`src/rtl/bsram_fifo_pkg.sv`:
```
// bsram_fifo_pkg
// Shared constants and types for the single-port block-RAM streaming FIFO
// controller and its output register FIFO.
//   DW_DEFAULT / AW_DEFAULT : default word width and RAM address width
//   OBUF_DEPTH              : entries in the output register FIFO (fixed)
//   op_t                    : last executed RAM operation, used for
//                             round-robin arbitration between write and read
package bsram_fifo_pkg;

    localparam int DW_DEFAULT = 36;
    localparam int AW_DEFAULT = 10;
    localparam int OBUF_DEPTH = 3;

    typedef enum logic {
        OP_READ  = 1'b0,
        OP_WRITE = 1'b1
    } op_t;

endpackage

```
`src/rtl/bsram_fifo_obuf.sv`:
```
// bsram_fifo_obuf
// Three-entry register FIFO that receives words read back from the block
// RAM and presents the head word to the downstream consumer.
// Ports:
//   CLK, RESET : clock, synchronous active-high reset (clears entries too)
//   push       : write push_data this cycle
//   push_data  : word to store
//   pop        : remove head word this cycle (ignored when empty)
//   head       : current head word (0 after reset)
//   valid      : buffer holds at least one word
//   count      : number of words held (0..3)
module bsram_fifo_obuf
    import bsram_fifo_pkg::*;
#(
    parameter int DW = DW_DEFAULT
) (
    input  logic          CLK,
    input  logic          RESET,
    input  logic          push,
    input  logic [DW-1:0] push_data,
    input  logic          pop,
    output logic [DW-1:0] head,
    output logic          valid,
    output logic [1:0]    count
);

    logic [DW-1:0] mem [OBUF_DEPTH];
    logic [1:0]    rd_idx;
    logic [1:0]    wr_idx;
    logic          pop_eff;

    function automatic logic [1:0] next_idx(input logic [1:0] idx);
        return (idx == 2'(OBUF_DEPTH - 1)) ? 2'd0 : idx + 2'd1;
    endfunction

    assign pop_eff = pop && (count != 2'd0);
    assign head    = mem[rd_idx];
    assign valid   = (count != 2'd0);

    always_ff @(posedge CLK) begin
        if (RESET) begin
            rd_idx <= 2'd0;
            wr_idx <= 2'd0;
            count  <= 2'd0;
            for (int i = 0; i < OBUF_DEPTH; i++) begin
                mem[i] <= '0;
            end
        end else begin
            if (push) begin
                mem[wr_idx] <= push_data;
                wr_idx      <= next_idx(wr_idx);
            end
            if (pop_eff) begin
                rd_idx <= next_idx(rd_idx);
            end
            case ({push, pop_eff})
                2'b10:   count <= count + 2'd1;
                2'b01:   count <= count - 2'd1;
                default: count <= count;
            endcase
        end
    end

endmodule

```
`src/rtl/bsram_fifo_ctrl.sv`:
```
// bsram_fifo_ctrl
// Drives a single-port block RAM (registered read data) as a streaming
// FIFO. Input words are written into the RAM, read back in order and
// staged in a 3-entry output buffer. One RAM access per cycle; write and
// read alternate under contention.
// Ports:
//   CLK, RESET        : clock, synchronous active-high reset
//   s_data/s_valid/s_ready : input stream
//   m_data/m_valid/m_ready : output stream (head of output buffer)
//   ram_di/ram_ad/ram_wre/ram_ce : RAM drive; ram_do: RAM read data,
//                       valid the cycle after a read access
//   level             : words held in RAM + in-flight read + output buffer
module bsram_fifo_ctrl
    import bsram_fifo_pkg::*;
#(
    parameter int DW = DW_DEFAULT,
    parameter int AW = AW_DEFAULT
) (
    input  logic          CLK,
    input  logic          RESET,
    input  logic [DW-1:0] s_data,
    input  logic          s_valid,
    output logic          s_ready,
    output logic [DW-1:0] m_data,
    output logic          m_valid,
    input  logic          m_ready,
    output logic [DW-1:0] ram_di,
    output logic [AW-1:0] ram_ad,
    output logic          ram_wre,
    output logic          ram_ce,
    input  logic [DW-1:0] ram_do,
    output logic [AW+1:0] level
);

    localparam int DEPTH = 2 ** AW;

    logic [AW-1:0] wr_ptr;
    logic [AW-1:0] rd_ptr;
    logic [AW:0]   ram_count;
    logic          rd_pend;
    op_t           last_op;

    logic [1:0]    obuf_count;
    logic          obuf_push;
    logic          obuf_pop;
    logic [2:0]    credit;
    logic          wr_ok;
    logic          rd_elig;
    logic          do_wr;
    logic          do_rd;

    // Credit ignores a same-cycle pop so m_ready never reaches the RAM drive.
    assign credit  = 3'(obuf_count) + 3'(rd_pend);
    assign wr_ok   = ram_count < (AW+1)'(DEPTH);
    assign rd_elig = (ram_count != '0) && (credit < 3'(OBUF_DEPTH));

    // Writes yield to a pending read only when the previous access was a write.
    assign s_ready = !RESET && wr_ok && !(rd_elig && last_op == OP_WRITE);
    assign do_wr   = s_valid && s_ready;
    assign do_rd   = !RESET && rd_elig && !do_wr;

    assign ram_ce  = do_wr || do_rd;
    assign ram_wre = do_wr;
    assign ram_ad  = do_wr ? wr_ptr : rd_ptr;
    assign ram_di  = s_data;

    assign level = RESET ? '0
                 : (AW+2)'(ram_count) + (AW+2)'(rd_pend) + (AW+2)'(obuf_count);

    // RAM access stage: pointer/count update and read-pending flag.
    always_ff @(posedge CLK) begin
        if (RESET) begin
            wr_ptr    <= '0;
            rd_ptr    <= '0;
            ram_count <= '0;
            rd_pend   <= 1'b0;
            last_op   <= OP_READ;
        end else begin
            rd_pend <= do_rd;
            if (do_wr) begin
                wr_ptr    <= wr_ptr + 1'b1;
                ram_count <= ram_count + 1'b1;
                last_op   <= OP_WRITE;
            end else if (do_rd) begin
                rd_ptr    <= rd_ptr + 1'b1;
                ram_count <= ram_count - 1'b1;
                last_op   <= OP_READ;
            end
        end
    end

    // Capture stage: RAM read data lands in the output buffer.
    assign obuf_push = rd_pend;
    assign obuf_pop  = m_valid && m_ready;

    bsram_fifo_obuf #(.DW(DW)) u_obuf (
        .CLK       (CLK),
        .RESET     (RESET),
        .push      (obuf_push),
        .push_data (ram_do),
        .pop       (obuf_pop),
        .head      (m_data),
        .valid     (m_valid),
        .count     (obuf_count)
    );

endmodule

```
`config.mk`:
```
export PLATFORM = sky130hd
export DESIGN_NAME = bsram_fifo_ctrl
export DESIGN_NICKNAME = d
export VERILOG_FILES = /design/src/rtl/bsram_fifo_pkg.sv /design/src/rtl/bsram_fifo_obuf.sv /design/src/rtl/bsram_fifo_ctrl.sv
export SDC_FILE = /design/constraint.sdc
export NUM_CORES = 1
export LEC_CHECK = 0
export ABC_AREA = 1
export BUFFER_PORTS_ARGS = -buffer_cell sky130_fd_sc_hd__buf_2
export CAP_MARGIN = 15
export CORE_ASPECT_RATIO = 1.2
export CORE_UTILIZATION = 38
export CTS_BUF_LIST = sky130_fd_sc_hd__clkbuf_4 sky130_fd_sc_hd__clkbuf_8 sky130_fd_sc_hd__clkbuf_16
export DETAILED_ROUTE_END_ITERATION = 10
export PLACE_DENSITY_LB_ADDON = 0.1
export SLEW_MARGIN = 25
export SYNTH_ARGS = -nofsm -noshare
export SYNTH_HDL_FRONTEND = slang
export SYNTH_SLANG_ARGS = --single-unit
```
`constraint.sdc`:
```
create_clock -name CLK -period 5.9 [get_ports CLK]
set_input_delay 0.295 -clock CLK [delete_from_list [all_inputs] [get_ports CLK]]
set_output_delay 0.295 -clock CLK [all_outputs]
set_load 0.02 [all_outputs]
```
==> results of run 1 <==
-- cell type report --
type                            count  area [um2]  area share
Sequential cell                   185        5150       0.514
Multi-Input combinational cell    604        2970       0.297
Timing Repair Buffer              112         588      0.0587
Clock buffer                       18         433      0.0432
Tap cell                          315         394      0.0393
Inverter                           94         353      0.0352
Clock inverter                     14         135      0.0135
-- path summary, 6_finish.rpt --
kind                                       from                end  slack, ns  cells past startpoint
worst max-delay path            u_obuf.count[0]       ram_count[7]       2.72                     13
worst min-delay path                 ram_do[24]  u_obuf.mem[3][24]       0.06                      1
worst max register to register  u_obuf.count[0]       ram_count[7]       2.72                     13
worst min register to register        wr_ptr[8]          wr_ptr[8]       0.47                      2
-- sequential cells by signal, summed over array words and instances (netlist names), named ones only --
name           count
last_op            1
obuf_push          1
ram_count         11
rd_ptr            10
u_obuf.count       2
u_obuf.mem       144
u_obuf.rd_idx      2
u_obuf.wr_idx      2
wr_ptr            10
-- cell families (layout without fill, tap and decap cells) --
logic type	count (synthesis)	after routing
DFF	185	185
adders and majority gates	18	18
buffers and inverters	174	238
AOI/OAI and AO/OA	183	183
and+or+nand+nor	384	384
xor gates and xnor gates	19	19
-- synth_stat cells (2+ instances only) --
| cell type | n |
|---|---|
| sky130_fd_sc_hd__a211oi_1 | 2 |
| sky130_fd_sc_hd__a21oi_1 | 35 |
| sky130_fd_sc_hd__buf_1 | 4 |
| sky130_fd_sc_hd__buf_2 | 3 |
| sky130_fd_sc_hd__buf_4 | 37 |
| sky130_fd_sc_hd__buf_6 | 3 |
| sky130_fd_sc_hd__clkbuf_1 | 33 |
| sky130_fd_sc_hd__dfxtp_1 | 41 |
| sky130_fd_sc_hd__edfxtp_1 | 144 |
| sky130_fd_sc_hd__fa_1 | 3 |
| sky130_fd_sc_hd__ha_1 | 15 |
| sky130_fd_sc_hd__inv_1 | 90 |
| sky130_fd_sc_hd__inv_2 | 3 |
| sky130_fd_sc_hd__nand2_1 | 101 |
| sky130_fd_sc_hd__nand2_4 | 2 |
| sky130_fd_sc_hd__nand3_1 | 27 |
| sky130_fd_sc_hd__nand3_2 | 2 |
| sky130_fd_sc_hd__nand4_1 | 4 |
| sky130_fd_sc_hd__nor2_1 | 232 |
| sky130_fd_sc_hd__nor3_1 | 12 |
| sky130_fd_sc_hd__o21a_1 | 2 |
| sky130_fd_sc_hd__o21ai_0 | 97 |
| sky130_fd_sc_hd__o21ai_2 | 2 |
| sky130_fd_sc_hd__o21bai_1 | 2 |
| sky130_fd_sc_hd__o22ai_1 | 36 |
| sky130_fd_sc_hd__o31ai_1 | 2 |
| sky130_fd_sc_hd__xnor2_1 | 4 |
| sky130_fd_sc_hd__xor2_1 | 15 |
-- critical path, stage by stage (launching register included) --
cell	delay, ns
sky130_fd_sc_hd__dfxtp_1	0.37
sky130_fd_sc_hd__ha_1	0.22
sky130_fd_sc_hd__ha_1	0.26
sky130_fd_sc_hd__a21oi_1	0.10
sky130_fd_sc_hd__nand3_2	0.12
sky130_fd_sc_hd__nand3_4	0.49
sky130_fd_sc_hd__ha_1	0.62
sky130_fd_sc_hd__nand2_1	0.09
sky130_fd_sc_hd__o21ai_0	0.33
sky130_fd_sc_hd__nand3_1	0.12
sky130_fd_sc_hd__nand2_1	0.09
sky130_fd_sc_hd__xor2_1	0.15
sky130_fd_sc_hd__nor2_1	0.06
sky130_fd_sc_hd__nor2_1	0.09
-- metal layers --
| metal | wire length [um] | part of all wire | vias to the layer above |
|---|---|---|---|
| met4 | 192 | 0.0092 | 2 |
| met5 | 12 | 0.00058 | - |
| li1 | - | - | 3284 |
| met2 | 10600 | 0.51 | 105 |
| met3 | 640 | 0.031 | 14 |
| met1 | 9290 | 0.45 | 3053 |
-- power by group --
group / leakage, nW / internal, mW / total [mW] / switching (mW)
Clock: 0.275 / 0.566 / 1.10 / 0.533
Combinational: 2.16 / 0.528 / 1.62 / 1.09
Sequential: 1.78 / 1.59 / 1.72 / 0.138
-- stage by stage --
step	instance area [um2]	worst slack, ns	utilization
2_1_floorplan	8930	1.35	-
3_3_place_gp	9460	2.71	0.409
3_5_place_dp	9460	2.69	0.409
4_1_cts	10000	2.67	0.433
5_1_grt	10000	2.39	0.433
6_report	10000	2.72	0.433
==> report_table.html, run 1 <==
<table>
<tr><th>Metric</th><th>Value</th></tr>
<tr><th colspan="2">Global route</th></tr>
<tr><td>GR Util met1</td><td>0.215</td></tr>
<tr><td>Largest net degree at the start of global routing</td><td>74</td></tr>
<tr><td>First-pass GRT wire length</td><td>32900 um</td></tr>
<tr><td>Grt met2 use</td><td>0.325</td></tr>
<tr><td>Number of global-route vias before repair</td><td>6283</td></tr>
<tr><td>Routing layer with the top usage in global route</td><td>met2</td></tr>
<tr><td>Initial antenna violation count</td><td>1</td></tr>
<tr><td>Overall routing resource usage</td><td>0.178</td></tr>
<tr><td>Global-route track usage on met3</td><td>0.0301</td></tr>
<tr><td>Remaining global-route overflow</td><td>0</td></tr>
<tr><th colspan="2">Synthesis</th></tr>
<tr><td>Post-synthesis instance area</td><td>0.00893 mm2</td></tr>
<tr><td>Sequential cell area fraction in the yosys report</td><td>0.576</td></tr>
<tr><td>Fraction of synthesized cell area in xor and xnor cells</td><td>0.0186</td></tr>
<tr><td>Cell taking the most area after synthesis</td><td>sky130_fd_sc_hd__edfxtp_1</td></tr>
<tr><td>Post-synthesis area per instance</td><td>9.27 um2</td></tr>
<tr><td>Area fraction of the dominant cell type after synthesis</td><td>0.484</td></tr>
<tr><td>Warnings, synthesis</td><td>0</td></tr>
<tr><td>Number of flops mapped to enable cells by yosys</td><td>144</td></tr>
<tr><td>Fraction of synthesized area in multiplexers</td><td>0</td></tr>
<tr><td>Post-synthesis async set-or-reset flop share</td><td>0</td></tr>
<tr><td>Gate Count Post-Synth</td><td>963</td></tr>
<tr><td>Complex-gate fraction of the synthesized area</td><td>0.112</td></tr>
<tr><td>Total nets after synthesis</td><td>1057</td></tr>
<tr><td>Dominant combinational cell family by area after synthesis</td><td>simple AND/OR/NAND/NOR gates</td></tr>
<tr><td>Synth Area in Simple Gates</td><td>0.174</td></tr>
<tr><td>Post-synthesis sequential element count</td><td>185</td></tr>
<tr><td>Leading post-synthesis cells by cell area</td><td>sky130_fd_sc_hd__edfxtp_1 48%, sky130_fd_sc_hd__nor2_1 9.8%, sky130_fd_sc_hd__dfxtp_1 9.2%, sky130_fd_sc_hd__o21ai_0 5.4%, sky130_fd_sc_hd__nand2_1 4.2%</td></tr>
<tr><td>Dominant register cell in the synthesized netlist</td><td>sky130_fd_sc_hd__edfxtp_1</td></tr>
<tr><td>Synth unique cells</td><td>38</td></tr>
<tr><td>Adder and majority cell fraction of the synthesized area</td><td>0.0277</td></tr>
<tr><th colspan="2">Clock network</th></tr>
<tr><td>Number of clock sinks</td><td>185</td></tr>
<tr><td>Cell at the root of the clock tree</td><td>sky130_fd_sc_hd__clkbuf_16</td></tr>
<tr><td>Clock transition at the register clock pins on the worst setup and hold paths after CTS</td><td>0.08 ns</td></tr>
<tr><td>CTS resizes</td><td>0</td></tr>
<tr><td>Worst-case clock buffer depth</td><td>2</td></tr>
<tr><td>Number of H-tree branching levels</td><td>4</td></tr>
<tr><td>Source-to-sink clock delay at the later pin of the worst-skew pair</td><td>0.42 ns</td></tr>
<tr><td>Number of buffers added to fix hold violations after cts</td><td>0</td></tr>
<tr><td>Post-CTS setup buffer count</td><td>0</td></tr>
<tr><td>TritonCTS clock tree</td><td>done</td></tr>
<tr><td>Number of buffers added by the clock tree synthesis step</td><td>17</td></tr>
<tr><th colspan="2">STA</th></tr>
<tr><td>Highest clock rate</td><td>314 MHz</td></tr>
<tr><td>Setup repair after global routing missed its margin</td><td>false</td></tr>
<tr><td>Final Max Tran Viols</td><td>0</td></tr>
<tr><td>Shortest clock period the worst path allows after layout</td><td>3.18 ns</td></tr>
<tr><td>Final count of hold timing violations</td><td>0</td></tr>
<tr><td>Tightest hold margin</td><td>0.0587 ns</td></tr>
<tr><td>Tcrit/Tclk final</td><td>0.539</td></tr>
<tr><td>Clock skew after layout</td><td>0.0112 ns</td></tr>
<tr><td>Endpoints failing setup</td><td>0</td></tr>
<tr><td>Tightest slew margin relative to the limit</td><td>0.469</td></tr>
<tr><td>Tightest Pin Transition</td><td>0.796 ns</td></tr>
<tr><td>Setup TNS</td><td>0 ns</td></tr>
<tr><th colspan="2">Detailed routing</th></tr>
<tr><td>Number of detailed-route iterations in the first pass</td><td>4</td></tr>
<tr><td>DR vias/cell</td><td>4.81</td></tr>
<tr><td>Via total after detailed routing</td><td>6458</td></tr>
<tr><td>Detail Route Antenna Nets</td><td>0</td></tr>
<tr><td>Average routed wire per standard cell</td><td>15.5 um</td></tr>
<tr><td>DRC errors left</td><td>0</td></tr>
<tr><td>Routed wire length</td><td>20800 um</td></tr>
<tr><td>Detailed Route Iter0 Violations</td><td>282</td></tr>
<tr><th colspan="2">Critical path</th></tr>
<tr><td>Start-to-end type of the worst setup path</td><td>reg -&gt; reg</td></tr>
<tr><td>Kind of start point of the critical path</td><td>flop</td></tr>
<tr><td>Worst endpoint data arrival time</td><td>3.54 ns</td></tr>
<tr><td>Worst Path Max Fanout</td><td>53</td></tr>
<tr><td>Worst Setup End Kind</td><td>flop</td></tr>
<tr><td>Required time of the critical path</td><td>6.26 ns</td></tr>
<tr><th colspan="2">Placed design</th></tr>
<tr><td>HPWL after detailed placement</td><td>12300 um</td></tr>
<tr><td>Input/output buffers</td><td>101</td></tr>
<tr><td>Placer congestion estimate</td><td>0.775</td></tr>
<tr><td># placed instances</td><td>1310</td></tr>
<tr><th colspan="2">Cells and area</th></tr>
<tr><td>Layout cell share with drive strength beyond 1</td><td>0.154</td></tr>
<tr><td>Net count, final</td><td>1108</td></tr>
<tr><td>Highest-count cells in the layout ignoring fill and taps</td><td>232 x sky130_fd_sc_hd__nor2_1, 144 x sky130_fd_sc_hd__edfxtp_1, 101 x sky130_fd_sc_hd__nand2_1, 101 x sky130_fd_sc_hd__buf_2, 97 x sky130_fd_sc_hd__o21ai_0</td></tr>
<tr><td>Non-filler cells in the finished layout</td><td>1342</td></tr>
<tr><td>Antenna diode count</td><td>0</td></tr>
<tr><td>Most frequent standard cell in the layout excluding fill and tap cells</td><td>sky130_fd_sc_hd__nor2_1</td></tr>
<tr><td>Number of filler cells placed in the layout</td><td>2321</td></tr>
<tr><td>Area growth from synthesis to layout</td><td>12.2%</td></tr>
<tr><th colspan="2">Floorplanning</th></tr>
<tr><td>Top-Level Pins</td><td>174</td></tr>
<tr><td>Placeable Area</td><td>0.0231 mm2</td></tr>
<tr><td>Initial cell density of the core</td><td>0.386</td></tr>
<tr><td>Std cell rows</td><td>61</td></tr>
<tr><td>Die width</td><td>142 um</td></tr>
<tr><td>Die Y-Extent</td><td>170 um</td></tr>
<tr><td>Die area</td><td>0.0241 mm2</td></tr>
<tr><th colspan="2">Run</th></tr>
<tr><td>Maxcap violations</td><td>0</td></tr>
<tr><th colspan="2">Min path</th></tr>
<tr><td>Type of the worst min-delay path</td><td>in -&gt; reg</td></tr>
<tr><th colspan="2">Run status</th></tr>
<tr><td>Run status</td><td>finished, final reports clean</td></tr>
<tr><th colspan="2">Power</th></tr>
<tr><td>Worst supply voltage drop on vdd</td><td>232 uV</td></tr>
<tr><td>Final total power</td><td>4.45 mW</td></tr>
<tr><td>Leakage power</td><td>4.22 nW</td></tr>
<tr><td>Power density of the placed cells</td><td>443 mW/mm2</td></tr>
</table>
(Power assumes the default switching activity.)
==> inputs of run 2 (changes only) <==
==> constraint.sdc (replaced) <==
create_clock -name CLK -period 3.3 [get_ports CLK]
set_input_delay 0.165 -clock CLK [delete_from_list [all_inputs] [get_ports CLK]]
set_output_delay 0.165 -clock CLK [all_outputs]
set_load 0.02 [all_outputs]
==> run 2 against run 1 <==
  * Global-route usage is 0.61 points higher
  * Critical path depth is 3 lower
  * Clock skew is 0.0048 ns higher
  * Final cell count is 3.1% higher
  * Critical endpoint is now ram_ad[0]
  * Critical path type is now reg -> out
  * Sequential power is 76% higher
  * Largest power group is now combinational cells
  * Setup slack worse by 2.4 ns
  * Worst hold slack better by 0.051 ns
  * Utilization is 2.1 points higher
==> report_table.html, run 2 (synthesized netlist as in run 1, its figures left out) <==
<table>
<tr><th>Metric</th><th>Value</th></tr>
<tr><th colspan="2">Critical path</th></tr>
<tr><td>Kind of start point of the critical path</td><td>flop</td></tr>
<tr><td>Start-to-end type of the worst setup path</td><td>reg -&gt; out</td></tr>
<tr><td>Cell-by-cell listing of the critical path</td><td>ha_1 -&gt; ha_1 -&gt; a21oi_1 -&gt; nand3_2 -&gt; nand3_4 -&gt; buf_6 -&gt; inv_2 -&gt; nand2_1 -&gt; o21a_1 -&gt; buf_2</td></tr>
<tr><td>Largest delay share family, worst path</td><td>buffers and inverters</td></tr>
<tr><td>Worst endpoint data arrival time</td><td>2.78 ns (-0.76 ns)</td></tr>
<tr><td>Critical path buffer and inverter count</td><td>3 (+3)</td></tr>
<tr><td>Max stage delay on crit path</td><td>0.37 ns (-0.25 ns)</td></tr>
<tr><td>Worst Setup End Kind</td><td>output port</td></tr>
<tr><td>R2R cell count</td><td>13 (unchanged)</td></tr>
<tr><td>CP most frequent cell</td><td>sky130_fd_sc_hd__ha_1</td></tr>
<tr><td>Worst Path Max Fanout</td><td>43 (-19%)</td></tr>
<tr><td>Required time of the critical path</td><td>3.13 ns (-3.13 ns)</td></tr>
<tr><td>CP max stage cell</td><td>sky130_fd_sc_hd__dfxtp_1</td></tr>
<tr><td>Number of cells on the critical path</td><td>10 (-3)</td></tr>
<tr><th colspan="2">Placed design</th></tr>
<tr><td>HPWL after detailed placement</td><td>12700 um (+3.2%)</td></tr>
<tr><td>Input/output buffers</td><td>101 (unchanged)</td></tr>
<tr><td>Post-placement cell area</td><td>0.00956 mm2 (+1.1%)</td></tr>
<tr><td># placed instances</td><td>1316 (+0.46%)</td></tr>
<tr><td>Worst slack at placement</td><td>0.562 ns (-2.13 ns)</td></tr>
<tr><td>Placer congestion estimate</td><td>0.775 (about the same)</td></tr>
<tr><th colspan="2">Cells and area</th></tr>
<tr><td>Sequential Area</td><td>0.00515 mm2 (about the same)</td></tr>
<tr><td>Largest register FFs</td><td>144 (unchanged)</td></tr>
<tr><td>Highest-count cells in the layout ignoring fill and taps</td><td>232 x sky130_fd_sc_hd__nor2_1, 144 x sky130_fd_sc_hd__edfxtp_1, 101 x sky130_fd_sc_hd__buf_2</td></tr>
<tr><td>Area used by multi-input combinational logic</td><td>0.00299 mm2 (+0.46%)</td></tr>
<tr><td>Layout cell share with drive strength beyond 1</td><td>0.155 (+0.00144)</td></tr>
<tr><td>Most frequent standard cell in the layout excluding fill and tap cells</td><td>sky130_fd_sc_hd__nor2_1</td></tr>
<tr><td>Area growth from synthesis to layout</td><td>17.7%</td></tr>
<tr><td>Final Instance Area</td><td>0.0105 mm2 (+4.9%)</td></tr>
<tr><td>Number of filler cells placed in the layout</td><td>2292 (-1.2%)</td></tr>
<tr><td>Non-filler cells in the finished layout</td><td>1384 (+3.1%)</td></tr>
<tr><td>Net count, final</td><td>1150 (+3.8%)</td></tr>
<tr><td>Antenna diode count</td><td>0 (unchanged)</td></tr>
<tr><td>Registers with the highest flip-flop counts</td><td>u_obuf.mem: 144 flops, ram_count: 11 flops</td></tr>
<tr><td>Register with the highest flop count</td><td>u_obuf.mem</td></tr>
<tr><th colspan="2">Detailed routing</th></tr>
<tr><td>Detail Route Antenna Nets</td><td>0 (unchanged)</td></tr>
<tr><td>Number of detailed-route iterations in the first pass</td><td>4 (unchanged)</td></tr>
<tr><td>Detailed Route Iter0 Violations</td><td>274 (-2.8%)</td></tr>
<tr><td>Average routed wire per standard cell</td><td>15.2 um (-1.7%)</td></tr>
<tr><td>Routed wire length</td><td>21100 um (+1.4%)</td></tr>
<tr><td>Via total after detailed routing</td><td>6665 (+3.2%)</td></tr>
<tr><td>DR vias/cell</td><td>4.82 (about the same)</td></tr>
<tr><td>DRC errors left</td><td>0 (unchanged)</td></tr>
<tr><th colspan="2">STA</th></tr>
<tr><td>Highest clock rate</td><td>339 MHz</td></tr>
<tr><td>Setup TNS</td><td>0 ns (unchanged)</td></tr>
<tr><td>Endpoints failing setup</td><td>0 (unchanged)</td></tr>
<tr><td>Shortest clock period the worst path allows after layout</td><td>2.95 ns</td></tr>
<tr><td>Tightest slew margin relative to the limit</td><td>0.497 (+0.0280)</td></tr>
<tr><td>Final Max Tran Viols</td><td>0 (unchanged)</td></tr>
<tr><td>Smallest setup slack after layout</td><td>0.354 ns (-2.36 ns)</td></tr>
<tr><td>Tightest Pin Transition</td><td>0.754 ns (-0.0420 ns)</td></tr>
<tr><td>Clock skew after layout</td><td>0.0161 ns (+0.00482 ns)</td></tr>
<tr><td>Setup repair after global routing missed its margin</td><td>false</td></tr>
<tr><td>Tcrit/Tclk final</td><td>0.893</td></tr>
<tr><td>Final count of hold timing violations</td><td>0 (unchanged)</td></tr>
<tr><th colspan="2">Clock network</th></tr>
<tr><td>Worst-case clock buffer depth</td><td>2 (unchanged)</td></tr>
<tr><td>Number of clock sinks</td><td>185 (unchanged)</td></tr>
<tr><td>Clock transition at the register clock pins on the worst setup and hold paths after CTS</td><td>0.07 ns (about the same)</td></tr>
<tr><td>Cell at the root of the clock tree</td><td>sky130_fd_sc_hd__clkbuf_16</td></tr>
<tr><td>TritonCTS clock tree</td><td>done</td></tr>
<tr><td>Number of H-tree branching levels</td><td>4 (unchanged)</td></tr>
<tr><td>Source-to-sink clock delay at the later pin of the worst-skew pair</td><td>0.43 ns (about the same)</td></tr>
<tr><td>Number of buffers added by the clock tree synthesis step</td><td>17 (unchanged)</td></tr>
<tr><th colspan="2">Global route</th></tr>
<tr><td>Overall routing resource usage</td><td>0.184 (+0.00614)</td></tr>
<tr><td>Number of global-route vias before repair</td><td>6580 (+4.7%)</td></tr>
<tr><td>Initial antenna violation count</td><td>0 (-1)</td></tr>
<tr><td>Largest net degree at the start of global routing</td><td>73 (-1.4%)</td></tr>
<tr><td>Remaining global-route overflow</td><td>0 (unchanged)</td></tr>
<tr><td>First-pass GRT wire length</td><td>33800 um (+2.7%)</td></tr>
<tr><th colspan="2">Power</th></tr>
<tr><td>Part of the power in the clock network</td><td>0.247 (about the same)</td></tr>
<tr><td>Comb power frac</td><td>0.378 (+0.013)</td></tr>
<tr><td>Power density of the placed cells</td><td>769 mW/mm2 (+73%)</td></tr>
<tr><td>Leakage power</td><td>4.43 nW (+5.2%)</td></tr>
<tr><td>Net switching share of the total power</td><td>0.398 (+0.000550)</td></tr>
<tr><td>Psw</td><td>3.22 mW (+82%)</td></tr>
<tr><td>Sequential fraction of design power</td><td>0.375 (-0.013)</td></tr>
<tr><td>Worst supply voltage drop on vdd</td><td>565 uV (+140%)</td></tr>
<tr><td>P_int</td><td>4.87 mW (+82%)</td></tr>
<tr><th colspan="2">Floorplanning</th></tr>
<tr><td>Std cell rows</td><td>61 (unchanged)</td></tr>
<tr><td>Die area</td><td>0.0241 mm2 (unchanged)</td></tr>
<tr><td>Die Y-Extent</td><td>170 um (unchanged)</td></tr>
<tr><td>Die width</td><td>142 um (unchanged)</td></tr>
<tr><td>Placeable Area</td><td>0.0231 mm2 (unchanged)</td></tr>
<tr><td>Initial cell density of the core</td><td>0.386 (unchanged)</td></tr>
<tr><td>Top-Level Pins</td><td>174 (unchanged)</td></tr>
<tr><th colspan="2">Run</th></tr>
<tr><td>Maxcap violations</td><td>0 (unchanged)</td></tr>
<tr><th colspan="2">Run status</th></tr>
<tr><td>Run status</td><td>finished, final reports clean</td></tr>
<tr><th colspan="2">Min path</th></tr>
<tr><td>Type of the worst min-delay path</td><td>in -&gt; reg</td></tr>
<tr><td>Hold Path Depth</td><td>2 (+1)</td></tr>
</table>
==> run 2: changes by cell type in the layout (fill, tap and decap cells not counted), sizes merged <==
cell	previous run	this run
clkinv	5	6
buf	112	118
dlygate4sd3	0	36
clkinvlp	2	0
inv	101	102
==> run 2: through the flow <==
stage | power, mW | util | hold WS [ns]
detailed placement | 6.15 | 0.414 | 0.330
global route | 8.66 | 0.455 | 0.107
finish | 8.09 | 0.455 | 0.110
CTS | 8.20 | 0.454 | 0.0890
global placement | 6.14 | 0.414 | 0.330
floorplan | 5.22 | - | 0.264
==> run 2: final cells by class <==
cell class / count / area share
multi-input cells: 604 / 0.284
well taps: 315 / 0.0375
clock buffers: 18 / 0.0412
repair buffers: 154 / 0.0996
clock inverters: 14 / 0.0145
flip-flops and latches: 185 / 0.490
inverters: 94 / 0.0336
==> run 2: power by group through the flow <==
stage	logic, mW	registers [mW]	clock network (mW)
final	3.05	3.03	2.00
after global routing	3.45	3.07	2.14
after CTS	3.11	3.03	2.06
after detailed placement	3.07	3.08	0
after global placement	3.05	3.08	0
after floorplan	2.20	3.02	0
==> run 2: per-layer routing <==
layer,up-vias,track usage,wire length (um)
li1,3370,-,-
met1,3169,0.218,9410
met2,110,0.339,10700
met3,16,0.0340,644
met4,0,0.0472,269
met5,-,0,0
==> run 2: repair_timing <==
item / CTS / global route
hold endpoints to repair: 36 / 0
buffers inserted: 0 / 0
hold buffers: 36 / 0
gates resized for setup: 0 / 1
endpoints found under the setup margin: 0 / 2
==> run 2: worst reg2reg max path, delay by kind of cell (launching register included) <==
family,cells,cell delay (ns)
compound gates,3,0.64
simple gates,6,0.65
flops,1,0.37
fa+ha+maj,3,0.82
xor+xnor,1,0.14
==> run 2: final timing paths <==
| kind | from | end | slack, ns |
|---|---|---|---|
| max | u_obuf.count[0] | ram_ad[0] | 0.35 |
| max reg2reg | u_obuf.count[0] | ram_count[7] | 0.57 |
| min | RESET | wr_ptr[9] | 0.11 |
| min reg2reg | wr_ptr[8] | wr_ptr[8] | 0.47 |
==> inputs of run 3 (changes only) <==
==> constraint.sdc (replaced) <==
create_clock -name CLK -period 3.3 [get_ports CLK]
set_input_delay 0.495 -clock CLK [delete_from_list [all_inputs] [get_ports CLK]]
set_output_delay 0.495 -clock CLK [all_outputs]
set_load 0.02 [all_outputs]
==> run 3 against run 2 <==
  * Wire length down 0.36%
  * Clock skew about the same
  * Critical path type unchanged
  * Final cell count down 2.7%
  * Combinational power about the same
  * Via count down 2.1%
  * Largest power group is now sequential cells
  * Critical endpoint unchanged
==> report_table.html, run 3 (synthesized netlist as in run 1, its figures left out) <==
<table>
<tr><th>Metric</th><th>Value</th></tr>
<tr><th colspan="2">Global route</th></tr>
<tr><td>Initial antenna violation count</td><td>1 (+1)</td></tr>
<tr><td>Overall routing resource usage</td><td>0.180 (-0.00360)</td></tr>
<tr><td>First-pass GRT wire length</td><td>32900 um (-2.7%)</td></tr>
<tr><td>Remaining global-route overflow</td><td>0 (unchanged)</td></tr>
<tr><td>Number of global-route vias before repair</td><td>6404 (-2.7%)</td></tr>
<tr><td>Routing layer with the top usage in global route</td><td>met2</td></tr>
<tr><td>GR Util met1</td><td>0.213 (-0.00527)</td></tr>
<tr><td>Grt met2 use</td><td>0.331 (-0.00792)</td></tr>
<tr><td>Largest net degree at the start of global routing</td><td>73 (unchanged)</td></tr>
<tr><td>Global-route track usage on met3</td><td>0.0335 (-0.000563)</td></tr>
<tr><th colspan="2">STA</th></tr>
<tr><td>Tightest hold margin</td><td>0.248 ns (+0.138 ns)</td></tr>
<tr><td>Clock skew after layout</td><td>0.0161 ns (+0.0000742 ns)</td></tr>
<tr><td>Tightest slew margin relative to the limit</td><td>0.509 (+0.0118)</td></tr>
<tr><td>Highest clock rate</td><td>323 MHz (-4.8%)</td></tr>
<tr><td>Final count of hold timing violations</td><td>0 (unchanged)</td></tr>
<tr><td>Final Max Tran Viols</td><td>0 (unchanged)</td></tr>
<tr><td>Endpoints failing setup</td><td>0 (unchanged)</td></tr>
<tr><td>Tcrit/Tclk final</td><td>0.938 (+0.0452)</td></tr>
<tr><td>Setup repair after global routing missed its margin</td><td>false</td></tr>
<tr><td>Tightest Pin Transition</td><td>0.737 ns (-0.0177 ns)</td></tr>
<tr><td>Shortest clock period the worst path allows after layout</td><td>3.10 ns (+0.149 ns)</td></tr>
<tr><td>Setup TNS</td><td>0 ns (unchanged)</td></tr>
<tr><th colspan="2">Clock network</th></tr>
<tr><td>Number of H-tree branching levels</td><td>4 (unchanged)</td></tr>
<tr><td>TritonCTS clock tree</td><td>done</td></tr>
<tr><td>Post-CTS setup buffer count</td><td>0 (unchanged)</td></tr>
<tr><td>Cell at the root of the clock tree</td><td>sky130_fd_sc_hd__clkbuf_16</td></tr>
<tr><td>Number of buffers added by the clock tree synthesis step</td><td>17 (unchanged)</td></tr>
<tr><td>Worst-case clock buffer depth</td><td>2 (unchanged)</td></tr>
<tr><td>Clock transition at the register clock pins on the worst setup and hold paths after CTS</td><td>0.08 ns (about the same)</td></tr>
<tr><td>Number of clock sinks</td><td>185 (unchanged)</td></tr>
<tr><td>Source-to-sink clock delay at the later pin of the worst-skew pair</td><td>0.43 ns (about the same)</td></tr>
<tr><th colspan="2">Min path</th></tr>
<tr><td>Endpoint with the worst hold slack</td><td>u_obuf.mem[3][11]</td></tr>
<tr><td>Type of the worst min-delay path</td><td>in -&gt; reg</td></tr>
<tr><td>Min-delay src</td><td>ram_do[11]</td></tr>
<tr><td>Hold Path Depth</td><td>1 (-1)</td></tr>
<tr><th colspan="2">Critical path</th></tr>
<tr><td>Required time of the critical path</td><td>2.80 ns (-0.33 ns)</td></tr>
<tr><td>Number of cells on the critical path</td><td>10 (unchanged)</td></tr>
<tr><td>R2R cell count</td><td>12 (-1)</td></tr>
<tr><td>Worst Setup End Kind</td><td>output port</td></tr>
<tr><td>Start of the worst register-to-register path</td><td>u_obuf.count[0]</td></tr>
<tr><td>Critical R2R Capture</td><td>ram_count[5]</td></tr>
<tr><td>Minimum setup slack among reg-to-reg paths</td><td>0.58 ns (about the same)</td></tr>
<tr><td>Cell-by-cell listing of the critical path</td><td>ha_1 -&gt; ha_1 -&gt; a21oi_2 -&gt; nand3_2 -&gt; nand3_4 -&gt; buf_12 -&gt; inv_2 -&gt; nand2_1 -&gt; o21a_1 -&gt; buf_2</td></tr>
<tr><td>Largest delay share family, worst path</td><td>buffers and inverters</td></tr>
<tr><td>Start-to-end type of the worst setup path</td><td>reg -&gt; out</td></tr>
<tr><td>CP max stage cell</td><td>sky130_fd_sc_hd__dfxtp_1</td></tr>
<tr><td>Worst endpoint data arrival time</td><td>2.60 ns (-0.18 ns)</td></tr>
<tr><td>Kind of start point of the critical path</td><td>flop</td></tr>
<tr><td>Max stage delay on crit path</td><td>0.38 ns (about the same)</td></tr>
<tr><td>CP most frequent cell</td><td>sky130_fd_sc_hd__ha_1</td></tr>
<tr><td>Critical path buffer and inverter count</td><td>3 (unchanged)</td></tr>
<tr><td>Worst Path Max Fanout</td><td>43 (unchanged)</td></tr>
<tr><th colspan="2">Placed design</th></tr>
<tr><td>Input/output buffers</td><td>101 (unchanged)</td></tr>
<tr><td>HPWL after detailed placement</td><td>12500 um (-1.7%)</td></tr>
<tr><td>Post-placement cell area</td><td>0.00956 mm2 (unchanged)</td></tr>
<tr><td>Placer congestion estimate</td><td>0.789 (+1.8%)</td></tr>
<tr><th colspan="2">Detailed routing</th></tr>
<tr><td>DR vias/cell</td><td>4.84 (+0.56%)</td></tr>
<tr><td>Routed wire length</td><td>21000 um (-0.36%)</td></tr>
<tr><td>Number of detailed-route iterations in the first pass</td><td>4 (unchanged)</td></tr>
<tr><td>Via total after detailed routing</td><td>6523 (-2.1%)</td></tr>
<tr><td>DRC errors left</td><td>0 (unchanged)</td></tr>
<tr><td>Average routed wire per standard cell</td><td>15.6 um (+2.4%)</td></tr>
<tr><td>Detail Route Antenna Nets</td><td>0 (unchanged)</td></tr>
<tr><td>Detailed Route Iter0 Violations</td><td>282 (+2.9%)</td></tr>
<tr><th colspan="2">Floorplanning</th></tr>
<tr><td>Top-Level Pins</td><td>174 (unchanged)</td></tr>
<tr><td>Placeable Area</td><td>0.0231 mm2 (unchanged)</td></tr>
<tr><td>Die area</td><td>0.0241 mm2 (unchanged)</td></tr>
<tr><td>Die Y-Extent</td><td>170 um (unchanged)</td></tr>
<tr><td>Die width</td><td>142 um (unchanged)</td></tr>
<tr><td>Initial cell density of the core</td><td>0.386 (unchanged)</td></tr>
<tr><td>Std cell rows</td><td>61 (unchanged)</td></tr>
<tr><th colspan="2">Power</th></tr>
<tr><td>Worst supply voltage drop on vdd</td><td>429 uV (-24%)</td></tr>
<tr><td>Leakage power</td><td>4.29 nW (-3.3%)</td></tr>
<tr><td>Power density of the placed cells</td><td>802 mW/mm2 (+4.2%)</td></tr>
<tr><th colspan="2">Run</th></tr>
<tr><td>Maxcap violations</td><td>0 (unchanged)</td></tr>
<tr><th colspan="2">Cells and area</th></tr>
<tr><td>Layout cell share with drive strength beyond 1</td><td>0.162 (+0.00654)</td></tr>
<tr><td>Sequential Area</td><td>0.00515 mm2 (about the same)</td></tr>
<tr><td>Number of filler cells placed in the layout</td><td>2336 (+1.9%)</td></tr>
<tr><td>Area growth from synthesis to layout</td><td>14.0%</td></tr>
<tr><td>Largest register FFs</td><td>144 (unchanged)</td></tr>
<tr><td>Area used by multi-input combinational logic</td><td>0.00299 mm2 (+0.13%)</td></tr>
<tr><td>Antenna diode count</td><td>0 (unchanged)</td></tr>
<tr><td>Highest-count cells in the layout ignoring fill and taps</td><td>232 x sky130_fd_sc_hd__nor2_1, 144 x sky130_fd_sc_hd__edfxtp_1, 101 x sky130_fd_sc_hd__buf_2</td></tr>
<tr><td>Registers with the highest flip-flop counts</td><td>u_obuf.mem: 144 flops, ram_count: 11 flops</td></tr>
<tr><td>Register with the highest flop count</td><td>u_obuf.mem</td></tr>
<tr><td>Most frequent standard cell in the layout excluding fill and tap cells</td><td>sky130_fd_sc_hd__nor2_1</td></tr>
<tr><td>Final Instance Area</td><td>0.0102 mm2 (-3.2%)</td></tr>
<tr><td>Net count, final</td><td>1114 (-3.1%)</td></tr>
<tr><th colspan="2">Run status</th></tr>
<tr><td>Run status</td><td>finished, final reports clean</td></tr>
</table>
[run 3: metal layers]
metal,wire length (um),vias up
met5,12,-
met4,145,2
met3,634,8
met2,10900,101
met1,9260,3109
li1,-,3303
[run 3: final cells by class]
type,count,share of cell area
Clock buffer,17,0.0418
Clock inverter,14,0.0182
Inverter,94,0.0347
Multi-Input combinational cell,604,0.294
Sequential cell,185,0.506
Tap cell,315,0.0387
Timing Repair Buffer,118,0.0671
[run 3: worst max path at each step]
| stage | from | slack, ns | endpoint |
|---|---|---|---|
| after floorplan | RESET | 0.04 | u_obuf.mem[3][0] |
| after global placement | u_obuf.count[0] | 0.58 | ram_count[7] |
| after detailed placement | u_obuf.count[0] | 0.52 | ram_count[5] |
| after CTS | u_obuf.count[0] | 0.11 | ram_ad[0] |
| after global routing | u_obuf.count[0] | 0.003 | level[8] |
| final | u_obuf.count[0] | 0.20 | ram_ad[0] |
[run 3: where the power goes]
| part | switching, mW | internal [mW] | leakage [nW] |
|---|---|---|---|
| registers | 0.207 | 2.83 | 1.78 |
| logic | 2.03 | 0.985 | 2.21 |
| clock network | 0.951 | 1.15 | 0.292 |
[run 3: what timing repair did]
item                                    4_1_cts  5_1_grt
endpoints found under the setup margin        0        3
resized for setup                             0        2
hold buffers                                  0        0
[run 3: through the flow]
step	utilization	setup WS, ns	std cells	power [mW]
finish	0.440	0.205	1347	8.16
detailed placement	0.414	0.520	1316	6.15
global route	0.440	0.00319	1347	8.72
CTS	0.440	0.106	1347	8.27
global placement	0.414	0.584	1316	6.15
floorplan	-	0.0435	963	5.22
[run 3: worst register-to-register path, cell delays in order, from the launching register on]
cell                      delay [ns]
sky130_fd_sc_hd__dfxtp_1        0.38
sky130_fd_sc_hd__ha_1           0.23
sky130_fd_sc_hd__ha_1           0.28
sky130_fd_sc_hd__a21oi_2        0.20
sky130_fd_sc_hd__nand3_2        0.13
sky130_fd_sc_hd__nand3_4        0.18
sky130_fd_sc_hd__ha_1           0.33
sky130_fd_sc_hd__a21oi_1        0.21
sky130_fd_sc_hd__o21ai_0        0.20
sky130_fd_sc_hd__a21oi_1        0.22
sky130_fd_sc_hd__xnor2_1        0.14
sky130_fd_sc_hd__nor2_1         0.06
sky130_fd_sc_hd__nor2_1         0.10
